`config.mk`:
```
export PLATFORM = sky130hd
export DESIGN_NAME = keccak_arbiter_flat
export DESIGN_NICKNAME = d
export VERILOG_FILES = /design/src/rtl/keccak_pkg.sv /design/src/rtl/keccak_arbiter_if.sv /design/src/rtl/rr_picker.sv /design/src/rtl/keccak_arbiter.sv /design/src/flat_wrapper.sv
export SDC_FILE = /design/constraint.sdc
export NUM_CORES = 1
export LEC_CHECK = 0
export CAP_MARGIN = 40
export CORE_AREA = 4 4 256 258
export CTS_CLUSTER_SIZE = 28
export DETAILED_ROUTE_END_ITERATION = 10
export DIE_AREA = 0 0 260 262
export GPL_TIMING_DRIVEN = 0
export PLACE_DENSITY = 0.37
export SETUP_SLACK_MARGIN = 0.1
export SLEW_MARGIN = 20
export SYNTH_ARGS = -nofsm -noshare
export SYNTH_HDL_FRONTEND = slang
export SYNTH_SLANG_ARGS = --single-unit
```
`constraint.sdc`:
```
create_clock -name clk -period 3.8 [get_ports clk]
set_input_delay 0.38 -clock clk [delete_from_list [all_inputs] [get_ports clk]]
set_output_delay 0.38 -clock clk [all_outputs]
set_load 0.01 [all_outputs]
```
`src/rtl/keccak_pkg.sv`:
```
// Shared Keccak arbiter definitions: FSM encoding, mode codes, core rate constants.
package keccak_pkg;

    localparam int unsigned N_REQ_MAX = 8;
    localparam int unsigned RATE_1088 = 1088;
    localparam int unsigned RATE_1344 = 1344;

    typedef enum logic [1:0] {
        ST_IDLE  = 2'd0,
        ST_START = 2'd1,
        ST_BUSY  = 2'd2
    } arb_state_e;

    typedef enum logic [1:0] {
        MODE_SHA3_256 = 2'b00,
        MODE_SHA3_512 = 2'b01,
        MODE_SHAKE256 = 2'b10,
        MODE_SHAKE128 = 2'b11
    } keccak_mode_e;

endpackage

```
`src/rtl/keccak_arbiter_if.sv`:
```
// Requester-side and core-side signal bundle of the Keccak arbiter.
interface keccak_arbiter_if #(
    parameter int unsigned N_REQ = 4,
    parameter int unsigned DW    = 64
);
    logic [N_REQ-1:0]    req;
    logic [2*N_REQ-1:0]  req_mode;
    logic [32*N_REQ-1:0] req_outlen;
    logic [N_REQ-1:0]    grant;
    logic [N_REQ-1:0]    done;
    logic [DW*N_REQ-1:0] in_data;
    logic [N_REQ-1:0]    in_valid;
    logic [N_REQ-1:0]    in_last;
    logic [N_REQ-1:0]    in_ready;
    logic [DW-1:0]       out_data;
    logic [N_REQ-1:0]    out_valid;
    logic                core_start;
    logic [1:0]          core_mode;
    logic [31:0]         core_outlen;
    logic [DW-1:0]       core_in_data;
    logic                core_in_valid;
    logic                core_in_last;
    logic                core_in_ready;
    logic [DW-1:0]       core_out_data;
    logic                core_out_valid;
    logic                core_done;

    // Arbiter side
    modport slave (
        input  req, req_mode, req_outlen, in_data, in_valid, in_last,
               core_in_ready, core_out_data, core_out_valid, core_done,
        output grant, done, in_ready, out_data, out_valid,
               core_start, core_mode, core_outlen,
               core_in_data, core_in_valid, core_in_last
    );

    // Requesters and core side
    modport master (
        output req, req_mode, req_outlen, in_data, in_valid, in_last,
               core_in_ready, core_out_data, core_out_valid, core_done,
        input  grant, done, in_ready, out_data, out_valid,
               core_start, core_mode, core_outlen,
               core_in_data, core_in_valid, core_in_last
    );
endinterface

```
`src/rtl/rr_picker.sv`:
```
// Combinational round-robin winner select starting at ptr.
// KECCAK_ARB_PRIO0_EN: requester 0 always wins; rotation covers 1..N_REQ-1 only.
module rr_picker #(
    parameter int unsigned N_REQ = 4,
    parameter int unsigned IW    = 2
) (
    input  logic [N_REQ-1:0] req,
    input  logic [IW-1:0]    ptr,
    output logic [N_REQ-1:0] win_oh,
    output logic [IW-1:0]    win_idx,
    output logic             any
);
    logic [N_REQ-1:0] rot_req;
    int unsigned      k;

    always_comb begin
        win_oh  = '0;
        win_idx = '0;
        any     = 1'b0;
        k       = 0;
        rot_req = req;
`ifdef KECCAK_ARB_PRIO0_EN
        rot_req[0] = 1'b0;
        if (req[0]) begin
            win_oh[0] = 1'b1;
            any       = 1'b1;
        end
`endif
        for (int unsigned i = 0; i < N_REQ; i++) begin
            k = (32'(ptr) + i) % N_REQ;
            if (!any && rot_req[k]) begin
                win_oh[k] = 1'b1;
                win_idx   = IW'(k);
                any       = 1'b1;
            end
        end
    end

endmodule

```
`src/rtl/keccak_arbiter.sv`:
```
// Round-robin arbiter sharing one Keccak core among N_REQ requesters with job locking.
// KECCAK_ARB_PRIO0_EN: requester 0 takes precedence whenever it requests in IDLE.
module keccak_arbiter
    import keccak_pkg::*;
#(
    parameter int unsigned N_REQ = 4,
    parameter int unsigned DW    = 64
) (
    input logic             clk,
    input logic             rst,
    keccak_arbiter_if.slave bus
);
    localparam int unsigned IW = $clog2(N_REQ);

    arb_state_e       state;
    logic [IW-1:0]    ptr;
    logic [IW-1:0]    owner;
    logic [IW-1:0]    ptr_nxt;
    logic [N_REQ-1:0] owner_oh;
    logic [N_REQ-1:0] grant_q;
    logic             core_start_q;
    logic [1:0]       core_mode_q;
    logic [31:0]      core_outlen_q;
    logic [N_REQ-1:0] win_oh;
    logic [IW-1:0]    win_idx;
    logic             win_any;
    logic             busy;

    rr_picker #(.N_REQ(N_REQ), .IW(IW)) u_pick (
        .req     (bus.req),
        .ptr     (ptr),
        .win_oh  (win_oh),
        .win_idx (win_idx),
        .any     (win_any)
    );

    assign busy     = (state == ST_BUSY);
    assign owner_oh = N_REQ'(1) << owner;

    // Pointer moves past the finished owner; with priority mode it never rotates onto 0
    always_comb begin
        ptr_nxt = (32'(owner) == N_REQ - 1) ? '0 : owner + IW'(1);
`ifdef KECCAK_ARB_PRIO0_EN
        if (ptr_nxt == '0) ptr_nxt = IW'(1);
`endif
    end

    always_ff @(posedge clk) begin
        if (rst) begin
            state         <= ST_IDLE;
            ptr           <= '0;
            owner         <= '0;
            grant_q       <= '0;
            core_start_q  <= 1'b0;
            core_mode_q   <= 2'b00;
            core_outlen_q <= '0;
        end else begin
            case (state)
                ST_IDLE: begin
                    if (win_any) begin
                        owner         <= win_idx;
                        grant_q       <= win_oh;
                        core_start_q  <= 1'b1;
                        core_mode_q   <= bus.req_mode[32'(win_idx)*2 +: 2];
                        core_outlen_q <= bus.req_outlen[32'(win_idx)*32 +: 32];
                        state         <= ST_START;
                    end
                end
                ST_START: begin
                    core_start_q <= 1'b0;
                    state        <= ST_BUSY;
                end
                ST_BUSY: begin
                    if (bus.core_done) begin
                        grant_q <= '0;
                        ptr     <= ptr_nxt;
                        state   <= ST_IDLE;
                    end
                end
                default: state <= ST_IDLE;
            endcase
        end
    end

    assign bus.grant       = grant_q;
    assign bus.core_start  = core_start_q;
    assign bus.core_mode   = core_mode_q;
    assign bus.core_outlen = core_outlen_q;
    assign bus.out_data    = bus.core_out_data;

    // Owner-only routing of streams; done is suppressed while reset aborts the job
    always_comb begin
        bus.done          = '0;
        bus.in_ready      = '0;
        bus.out_valid     = '0;
        bus.core_in_data  = '0;
        bus.core_in_valid = 1'b0;
        bus.core_in_last  = 1'b0;
        if (busy) begin
            bus.core_in_data  = bus.in_data[32'(owner)*DW +: DW];
            bus.core_in_valid = bus.in_valid[owner];
            bus.core_in_last  = bus.in_last[owner];
            if (bus.core_in_ready)       bus.in_ready  = owner_oh;
            if (bus.core_out_valid)      bus.out_valid = owner_oh;
            if (bus.core_done && !rst)   bus.done      = owner_oh;
        end
    end

endmodule
```
`src/flat_wrapper.sv`:
```
// flat-port wrapper written by rule: the top's interface ports become plain ports
module keccak_arbiter_flat import keccak_pkg::*;
#(
    parameter int unsigned N_REQ = 4,
    parameter int unsigned DW    = 64
)
  (clk, rst, bus_req, bus_req_mode, bus_req_outlen, bus_in_data, bus_in_valid, bus_in_last, bus_core_in_ready, bus_core_out_data, bus_core_out_valid, bus_core_done, bus_grant, bus_done, bus_in_ready, bus_out_data, bus_out_valid, bus_core_start, bus_core_mode, bus_core_outlen, bus_core_in_data, bus_core_in_valid, bus_core_in_last);
  keccak_arbiter_if #(.N_REQ(N_REQ), .DW(DW)) bus_i ();
  input logic clk;
  input logic rst;
  input wire logic [$bits(bus_i.req)-1:0] bus_req;
  input wire logic [$bits(bus_i.req_mode)-1:0] bus_req_mode;
  input wire logic [$bits(bus_i.req_outlen)-1:0] bus_req_outlen;
  input wire logic [$bits(bus_i.in_data)-1:0] bus_in_data;
  input wire logic [$bits(bus_i.in_valid)-1:0] bus_in_valid;
  input wire logic [$bits(bus_i.in_last)-1:0] bus_in_last;
  input wire logic [$bits(bus_i.core_in_ready)-1:0] bus_core_in_ready;
  input wire logic [$bits(bus_i.core_out_data)-1:0] bus_core_out_data;
  input wire logic [$bits(bus_i.core_out_valid)-1:0] bus_core_out_valid;
  input wire logic [$bits(bus_i.core_done)-1:0] bus_core_done;
  output wire logic [$bits(bus_i.grant)-1:0] bus_grant;
  output wire logic [$bits(bus_i.done)-1:0] bus_done;
  output wire logic [$bits(bus_i.in_ready)-1:0] bus_in_ready;
  output wire logic [$bits(bus_i.out_data)-1:0] bus_out_data;
  output wire logic [$bits(bus_i.out_valid)-1:0] bus_out_valid;
  output wire logic [$bits(bus_i.core_start)-1:0] bus_core_start;
  output wire logic [$bits(bus_i.core_mode)-1:0] bus_core_mode;
  output wire logic [$bits(bus_i.core_outlen)-1:0] bus_core_outlen;
  output wire logic [$bits(bus_i.core_in_data)-1:0] bus_core_in_data;
  output wire logic [$bits(bus_i.core_in_valid)-1:0] bus_core_in_valid;
  output wire logic [$bits(bus_i.core_in_last)-1:0] bus_core_in_last;
  assign bus_i.req = bus_req;
  assign bus_i.req_mode = bus_req_mode;
  assign bus_i.req_outlen = bus_req_outlen;
  assign bus_i.in_data = bus_in_data;
  assign bus_i.in_valid = bus_in_valid;
  assign bus_i.in_last = bus_in_last;
  assign bus_i.core_in_ready = bus_core_in_ready;
  assign bus_i.core_out_data = bus_core_out_data;
  assign bus_i.core_out_valid = bus_core_out_valid;
  assign bus_i.core_done = bus_core_done;
  assign bus_grant = bus_i.grant;
  assign bus_done = bus_i.done;
  assign bus_in_ready = bus_i.in_ready;
  assign bus_out_data = bus_i.out_data;
  assign bus_out_valid = bus_i.out_valid;
  assign bus_core_start = bus_i.core_start;
  assign bus_core_mode = bus_i.core_mode;
  assign bus_core_outlen = bus_i.core_outlen;
  assign bus_core_in_data = bus_i.core_in_data;
  assign bus_core_in_valid = bus_i.core_in_valid;
  assign bus_core_in_last = bus_i.core_in_last;
  keccak_arbiter #(.N_REQ(N_REQ), .DW(DW)) u_core (.clk(clk), .rst(rst), .bus(bus_i));
endmodule
```
==> summary.md, run 1 <==
| Metric | Value |
|---|---|
| Width of the chip | approximately 260 µm |
| Highest clock frequency the design can meet | around 290 MHz |
| GRT overflow | 0 |
| Time the worst path needs with I/O delays and setup | ~3.4 ns |
| Area of the core | 63000 µm² |
| DRC | 0 |
| Max Fanout on Critical Path | 10 |
| CP endpoint kind | primary output |
| Cell Count, Final, Fillers Out | between 2000 and 2500 |
| Routability Congestion | around 0.86 |
| Routed wire length | 57.8 mm |
| GRT Util Overall | 0.157 |
| Latest clock arrival within the worst-skew pair | 0.32 ns |
| Setup-violating endpoint count in the final report | 0 |
| Area of combinational cells with multiple inputs | slightly below 5000 µm² |
| Clock-pin slew of the registers on the worst-case setup and hold paths | roughly 0.070 ns |
| Simple-Gate Fraction of Synth Area | 0.150 |
| Global-route wire length before repair | around 75 mm |
| Y dimension of the die | about 260 µm |
| Arrival time reported for the critical path endpoint | around 3 ns |
| PwrDens | between 200 and 250 nW/µm² |
| Class of the worst hold path | reg -> reg |
| CTS tree | done |
| Number of nets in the finished design | around 1800 |
| Worst-case headroom to the max-slew limit | 0.468 |
| Layout Cell Area excl Fill | roughly 14000 µm² |
| Maximum count of clock buffers along a single path | 2 |
| Number of clock sinks seen by CTS | 45 |
| Mux contribution to synthesized area | 0.360 |
| Pin count of the biggest net entering global routing | 17 |
| Cell count after synthesis | between 600 and 700 |
| Ys async rst share | 0 |
| Final Hold Slack | ~0.47 ns |
| Placed cell count | 2119 |
| Mean area per synthesized cell | ~9.5 µm² |
| Dominant combinational cell family by area after synthesis | multiplexers |
| Initial antenna violation count | 38 |
| DP HPWL | 50.4 mm |
| Number of max-cap violations | 0 |
| Ratio of final minimum period to clock period | 0.906 |
| Level count of the clock H-tree | 2 |
| Number of distinct standard cells referenced by the synthesized netlist | 50 |
| Final hold violations | 0 |
| DR WL/cell | between 20 and 30 µm |
| Routed via count divided by cell count | around 4 |
| Routed via count | between 8000 and 9000 |
| Initial DRT Pass Iterations | 6 |
| Parity-gate share of the synthesized area counting xor and xnor cells | 0 |
| Cell leakage power | approximately 4.8 nW |
| Die Footprint | about 70000 µm² |
| Row count | ~90 |
| Slack of the worst reg-to-reg path | 0.37 ns |
| Compound-Gate Fraction of Synth Area | 0.204 |
| Initial core utilization | 0.103 |
| Required time at the worst-slack endpoint | about 3.4 ns |
| Startpoint type of the worst setup path | register |
| Fraction of the yosys area taken by sequential cells | 0.139 |
| Number of input and output port buffers inserted | a little under 600 |
| Adder-Cell Fraction of Synth Area | 0.0212 |
| Register area | ~900 µm² |
| Post-Place Cell Area | about 13000 µm² |
| Hold-fix buffers, CTS | 0 |
| Max IR drop VDD | approximately 190 µV |
| Netlist area before placement | approximately 6500 µm² |
| P&R area growth vs syn | 112% |
| Number of buffers added by the clock tree synthesis step | 5 |
| Warnings from Yosys | 0 |
| Filler Cell Count | between 6000 and 7000 |
| CP Class | reg -> out |
| Antenna-violating nets left | 0 |
| Clock skew after layout | about 0.020 ns |
| Number of flip-flops and latches in the synthesized netlist | between 40 and 50 |
| Number of violations reported at the end of detailed-routing iteration 0 | between 500 and 600 |
| RSZ-0062 raised after global routing | false |
| Most common flop cell mapped by yosys | sky130_fd_sc_hd__dfxtp_1 |
| Clk Tree Root Cell | sky130_fd_sc_hd__clkbuf_16 |
| Number of enable flip-flop cells after synthesis | 0 |
| Final max-slew violation count | 0 |
| Vias in the first global route | 8992 |
| Pin slew with the least headroom to its limit | ~0.8 ns |
| Fraction of final layout cells sized beyond drive strength 1 | 0.175 |
| Outcome | completed |
| Io pins | ~650 |
| Synthesized net count | about 1200 |
## sequential cells by signal, summed over array words and instances, names as in the netlist
signal and cells:
u_core.bus.core_outlen 32, u_core.bus.core_mode 2, u_core.state 2, u_core.bus.core_start 1
u_core.bus.grant 4, u_core.owner 2, u_core.ptr 2
## power breakdown
part	total, mW	leakage, nW	internal, mW	switching [mW]
clock network	0.513	0.0710	0.251	0.262
logic	1.87	4.36	1.08	0.788
registers	0.589	0.371	0.533	0.0566
total	2.97	4.80	1.87	1.11
## routing by layer
layer / part of all wire / GRT usage / wire [µm]
met5: 0.0025 / 0 / 146
met3: 0.11 / 0.0684 / 6080
met2: 0.52 / 0.280 / 29800
met1: 0.35 / 0.162 / 20200
met4: 0.027 / 0.0621 / 1580
## worst paths after layout
check | startpoint | end | cells past startpoint
worst max-delay path | u_core.owner[0] | bus_core_in_data[58] | 7
worst min-delay path | u_core.bus.core_start | u_core.bus.core_start | 2
worst max register to register | u_core.ptr[1] | u_core.bus.core_outlen[15] | 13
worst min register to register | u_core.bus.core_start | u_core.bus.core_start | 2
## worst max-delay path, cell delays in order, from the launching register on
cell	delay, ns
sky130_fd_sc_hd__dfxtp_1	0.37
sky130_fd_sc_hd__clkbuf_1	0.35
sky130_fd_sc_hd__clkbuf_4	0.39
sky130_fd_sc_hd__buf_1	0.22
sky130_fd_sc_hd__buf_6	0.21
sky130_fd_sc_hd__mux4_2	0.53
sky130_fd_sc_hd__and2_1	0.18
sky130_fd_sc_hd__clkdlybuf4s50_1	0.50
## cell type report
cell class              instances  share of cell area
plain buffers                 137              0.0596
clock inverters                 3             0.00182
well taps                     846              0.0770
multi-input cells             493               0.349
clock buffers                   5             0.00910
repair buffers                594               0.432
diodes                         22             0.00400
flip-flops and latches         45              0.0656
inverters                       5             0.00155
## kinds of logic (layout without fill, tap and decap cells)
group,Yosys count,in the layout
multiplexers,143,143
flip-flops,45,45
adder cells (fa/ha/maj),11,11
buffers and inverters,142,744
AO/OA/AOI/OAI,172,172
other,0,22
AND/OR/NAND/NOR,167,167
## cell usage after synthesis (2+ instances only)
cell                        count  area share
sky130_fd_sc_hd__and2_1        70       0.068
sky130_fd_sc_hd__buf_4         69       0.080
sky130_fd_sc_hd__mux4_2        69        0.24
sky130_fd_sc_hd__clkbuf_1      54       0.031
sky130_fd_sc_hd__dfxtp_1       45        0.14
sky130_fd_sc_hd__mux2i_1       42       0.065
sky130_fd_sc_hd__a22oi_1       33       0.038
sky130_fd_sc_hd__nor2b_1       33       0.032
sky130_fd_sc_hd__mux2_2        32       0.056
sky130_fd_sc_hd__o22ai_1       30       0.029
sky130_fd_sc_hd__a222oi_1      29       0.045
sky130_fd_sc_hd__nor2_1        21       0.012
sky130_fd_sc_hd__a21boi_0      20       0.023
sky130_fd_sc_hd__ha_1          11       0.021
sky130_fd_sc_hd__a21boi_1      10       0.012
sky130_fd_sc_hd__a21oi_1       10      0.0077
sky130_fd_sc_hd__buf_2         10      0.0077
sky130_fd_sc_hd__nand2_1        9      0.0052
sky130_fd_sc_hd__and3_1         8      0.0077
sky130_fd_sc_hd__nand3_1        7      0.0054
sky130_fd_sc_hd__a22o_1         5      0.0068
sky130_fd_sc_hd__o21ai_0        5      0.0039
sky130_fd_sc_hd__a211oi_1       4      0.0046
sky130_fd_sc_hd__a21o_1         4      0.0046
sky130_fd_sc_hd__inv_1          4      0.0023
sky130_fd_sc_hd__o211ai_1       4      0.0046
sky130_fd_sc_hd__or2_2          4      0.0039
sky130_fd_sc_hd__a2111oi_1      3      0.0046
sky130_fd_sc_hd__a221oi_1       3      0.0041
sky130_fd_sc_hd__buf_1          3      0.0017
sky130_fd_sc_hd__nand2b_1       3      0.0029
sky130_fd_sc_hd__nand4_1        3      0.0029
sky130_fd_sc_hd__nor3_1         3      0.0023
sky130_fd_sc_hd__o211a_1        3      0.0046
sky130_fd_sc_hd__or3_1          2      0.0019
## stage by stage
step           power, mW  utilization  setup WS, ns  TNS, ns
6_report            2.97        0.218         0.357        0
5_1_grt             3.15        0.218         0.121        0
4_1_cts             3.02        0.217         0.120        0
3_5_place_dp        2.48        0.214        -0.245    -5.43
3_3_place_gp        2.45        0.213        -0.228    -5.08
2_1_floorplan       1.41            -         0.793        0
## layout by cell type (no fill, tap or decap), types with 29 or more instances in the layout
cell                              count
sky130_fd_sc_hd__clkdlybuf4s50_1    587
sky130_fd_sc_hd__and2_1              70
sky130_fd_sc_hd__mux4_2              69
sky130_fd_sc_hd__buf_4               67
sky130_fd_sc_hd__dfxtp_1             44
sky130_fd_sc_hd__clkbuf_1            43
sky130_fd_sc_hd__mux2i_1             35
sky130_fd_sc_hd__nor2b_1             33
sky130_fd_sc_hd__a22oi_1             33
sky130_fd_sc_hd__mux2_2              32
sky130_fd_sc_hd__o22ai_1             30
sky130_fd_sc_hd__a222oi_1            29
## repair_timing
item	CTS	global route
resized for setup	6	26
endpoints found under the setup margin	60	44
buffers inserted	0	0
Note: power is estimated with default switching activity, not from simulation.
==> inputs of run 2 (changes only) <==
--- a/config.mk
+++ b/config.mk
@@ -11,6 +11,7 @@
 export DETAILED_ROUTE_END_ITERATION = 10
 export DIE_AREA = 0 0 260 262
 export GPL_TIMING_DRIVEN = 0
+export MAX_ROUTING_LAYER = met4
 export PLACE_DENSITY = 0.37
 export SETUP_SLACK_MARGIN = 0.1
 export SLEW_MARGIN = 20
==> run 2 against run 1 <==
Net effect: first-iteration DRC count decreased by 2.4%; final area rose by 0.25%; power about the same; critical path depth did not move; maximum frequency is 0.42% higher; non-clock buffer count did not move; sequential share of layout area about the same; via count about the same; critical endpoint is now bus_core_in_data[46]; highest routed layer is now met4.
==> summary.md, run 2 (same netlist as run 1, synthesis figures left out) <==
| Metric | Value |
|---|---|
| Outcome | completed |
| Number of input and output port buffers inserted | between 500 and 600 |
| Routability Congestion | around 0.87 |
| Area of the core | 63000 µm² |
| Ratio of final minimum period to clock period | 0.902 |
| Final hold violations | 0 |
| Clock-pin slew of the registers on the worst-case setup and hold paths | roughly 0.070 ns |
| Routed via count | around 8600 |
| Pin count of the biggest net entering global routing | 17 |
| Width of the chip | about 260 µm |
| Max FFs per register | 32 |
| RSZ-0062 raised after global routing | false |
| Setup-violating endpoint count in the final report | 0 |
| Maximum count of clock buffers along a single path | 2 |
| Most common cell after layout, fill and taps aside | sky130_fd_sc_hd__clkdlybuf4s50_1 |
| Global-route wire length before repair | approximately 75 mm |
| Max Fanout on Critical Path | 10 |
| Clock skew after layout | between 0.015 and 0.02 ns |
| Hold-fix buffers, CTS | 0 |
| Latest clock arrival within the worst-skew pair | roughly 0.32 ns |
| Number of buffers added by the clock tree synthesis step | 5 |
| Final max-slew violation count | 0 |
| Number of max-cap violations | 0 |
| CTS tree | done |
| Number of nets in the finished design | about 1800 |
| Die Footprint | roughly 70000 µm² |
| Fraction of final layout cells sized beyond drive strength 1 | 0.173 |
| Worst-case headroom to the max-slew limit | 0.455 |
| Arrival time reported for the critical path endpoint | ~3.1 ns |
| Highest clock frequency the design can meet | slightly below 300 MHz |
| Worst Slack Setup Final | about 0.37 ns |
| Class of the worst hold path | reg -> reg |
| Fraction of power consumed by the clock network | 0.173 |
| CP Class | reg -> out |
| DP HPWL | ~50 mm |
| Power share of the combinational group | 0.629 |
| Y dimension of the die | 262 µm |
| Pint | roughly 1.9 mW |
| Number of violations reported at the end of detailed-routing iteration 0 | approximately 580 |
| Time the worst path needs with I/O delays and setup | ~3.4 ns |
| Placement-stage worst setup slack | -0.245 ns |
| Antenna-violating nets left | 0 |
| Io pins | approximately 650 |
| Initial antenna violation count | 39 |
| Clk Tree Root Cell | sky130_fd_sc_hd__clkbuf_16 |
| Number of clock sinks seen by CTS | 45 |
| Level count of the clock H-tree | 2 |
| Setup TNS | 0 ns |
| Max IR drop VDD | approximately 190 µV |
| Part of the power in registers | 0.198 |
| P&R area growth vs syn | 113% |
| Cell leakage power | 4.80 nW |
| Number of setup buffers added after CTS | 0 |
| Routed wire length | around 58 mm |
| Final core utilization | 0.219 |
| DRC | 0 |
| Startpoint type of the worst setup path | register |
| CP endpoint kind | primary output |
| Routed via count divided by cell count | 3.95 |
| Proportion of total power due to net switching | 0.372 |
| Vias in the first global route | between 9000 and 10000 |
| DR WL/cell | 26.7 µm |
| Initial core utilization | 0.103 |
| GRT overflow | 0 |
| Filler Cell Count | 6973 |
| Design Power | ~3.0 mW |
| PwrDens | around 220 nW/µm² |
| Pin slew with the least headroom to its limit | between 0.8 and 0.9 ns |
| Commonest cells after routing, fill and taps aside | 587 x sky130_fd_sc_hd__clkdlybuf4s50_1, 70 x sky130_fd_sc_hd__and2_1, 69 x sky130_fd_sc_hd__mux4_2 |
| Required time at the worst-slack endpoint | about 3.4 ns |
| Psw | roughly 1.1 mW |
| Initial DRT Pass Iterations | 5 |
| Row count | 92 |
| GRT Util Overall | 0.161 |
-- run 2: changes by cell type in the layout (fill, tap and decap cells not counted), sizes merged --
cell | before | now
diode | 22 | 35
-- run 2: what timing repair did --
action / CTS / global route
endpoints found under the setup margin: 60 / 45
endpoints found under the hold margin: 0 / 0
resized for setup: 6 / 23
-- run 2: path summary, 6_finish.rpt --
check,start,slack [ns],cells past startpoint,end
max reg2reg,u_core.ptr[1],0.37,10,u_core.bus.core_outlen[3]
min,u_core.bus.core_start,0.47,2,u_core.bus.core_start
max,u_core.owner[0],0.37,7,bus_core_in_data[46]
min reg2reg,u_core.bus.core_start,0.47,2,u_core.bus.core_start
-- run 2: layout make-up --
cell class	instances	area [µm²]	share of cell area
plain buffers	137	821	0.0595
multi-input cells	493	4800	0.348
flip-flops and latches	45	902	0.0654
clock inverters	3	25.0	0.00181
inverters	5	21.3	0.00154
diodes	35	87.6	0.00635
clock buffers	5	125	0.00907
repair buffers	594	5950	0.431
well taps	846	1060	0.0768
-- run 2: critical path, stage by stage, from the launching register on --
cell and delay, ns:
sky130_fd_sc_hd__dfxtp_1 0.37, sky130_fd_sc_hd__clkbuf_1 0.35, sky130_fd_sc_hd__clkbuf_4 0.39, sky130_fd_sc_hd__buf_1 0.25, sky130_fd_sc_hd__buf_6 0.21, sky130_fd_sc_hd__mux4_2 0.51, sky130_fd_sc_hd__and2_1 0.18, sky130_fd_sc_hd__clkdlybuf4s50_1 0.48
-- run 2: power groups by stage --
stage               clock network [mW]  registers, mW  logic (mW)
floorplan                            0          0.606       0.803
global placement                     0          0.597        1.86
detailed placement                   0          0.600        1.88
CTS                              0.535          0.590        1.89
global route                     0.549          0.596        2.01
finish                           0.513          0.589        1.87
-- run 2: routing by layer --
| layer | up-vias | track usage | routed length, µm |
|---|---|---|---|
| met3 | 40 | 0.0669 | 5920 |
| li1 | 3860 | - | - |
| met4 | 0 | 0.0621 | 1310 |
| met5 | - | - | 0 |
| met2 | 464 | 0.279 | 30100 |
| met1 | 4187 | 0.164 | 20400 |
-- run 2: per-stage QoR --
stage	instance area [µm²]	instances	hold WS, ns
after global placement	13400	2113	0.454
final	13800	2163	0.469
after floorplan	6480	680	0.457
after CTS	13600	2127	0.475
after detailed placement	13500	2119	0.464
after global routing	13800	2162	0.497
==> inputs of run 3 (changes only) <==
--- a/config.mk
+++ b/config.mk
@@ -11,6 +11,7 @@
 export DETAILED_ROUTE_END_ITERATION = 10
 export DIE_AREA = 0 0 260 262
 export GPL_TIMING_DRIVEN = 0
+export HOLD_SLACK_MARGIN = 0.08
 export MAX_ROUTING_LAYER = met4
 export PLACE_DENSITY = 0.37
 export SETUP_SLACK_MARGIN = 0.1
==> results of run 3 <==
Same layout as run 2: the final DEF is identical, and so are final timing and power.
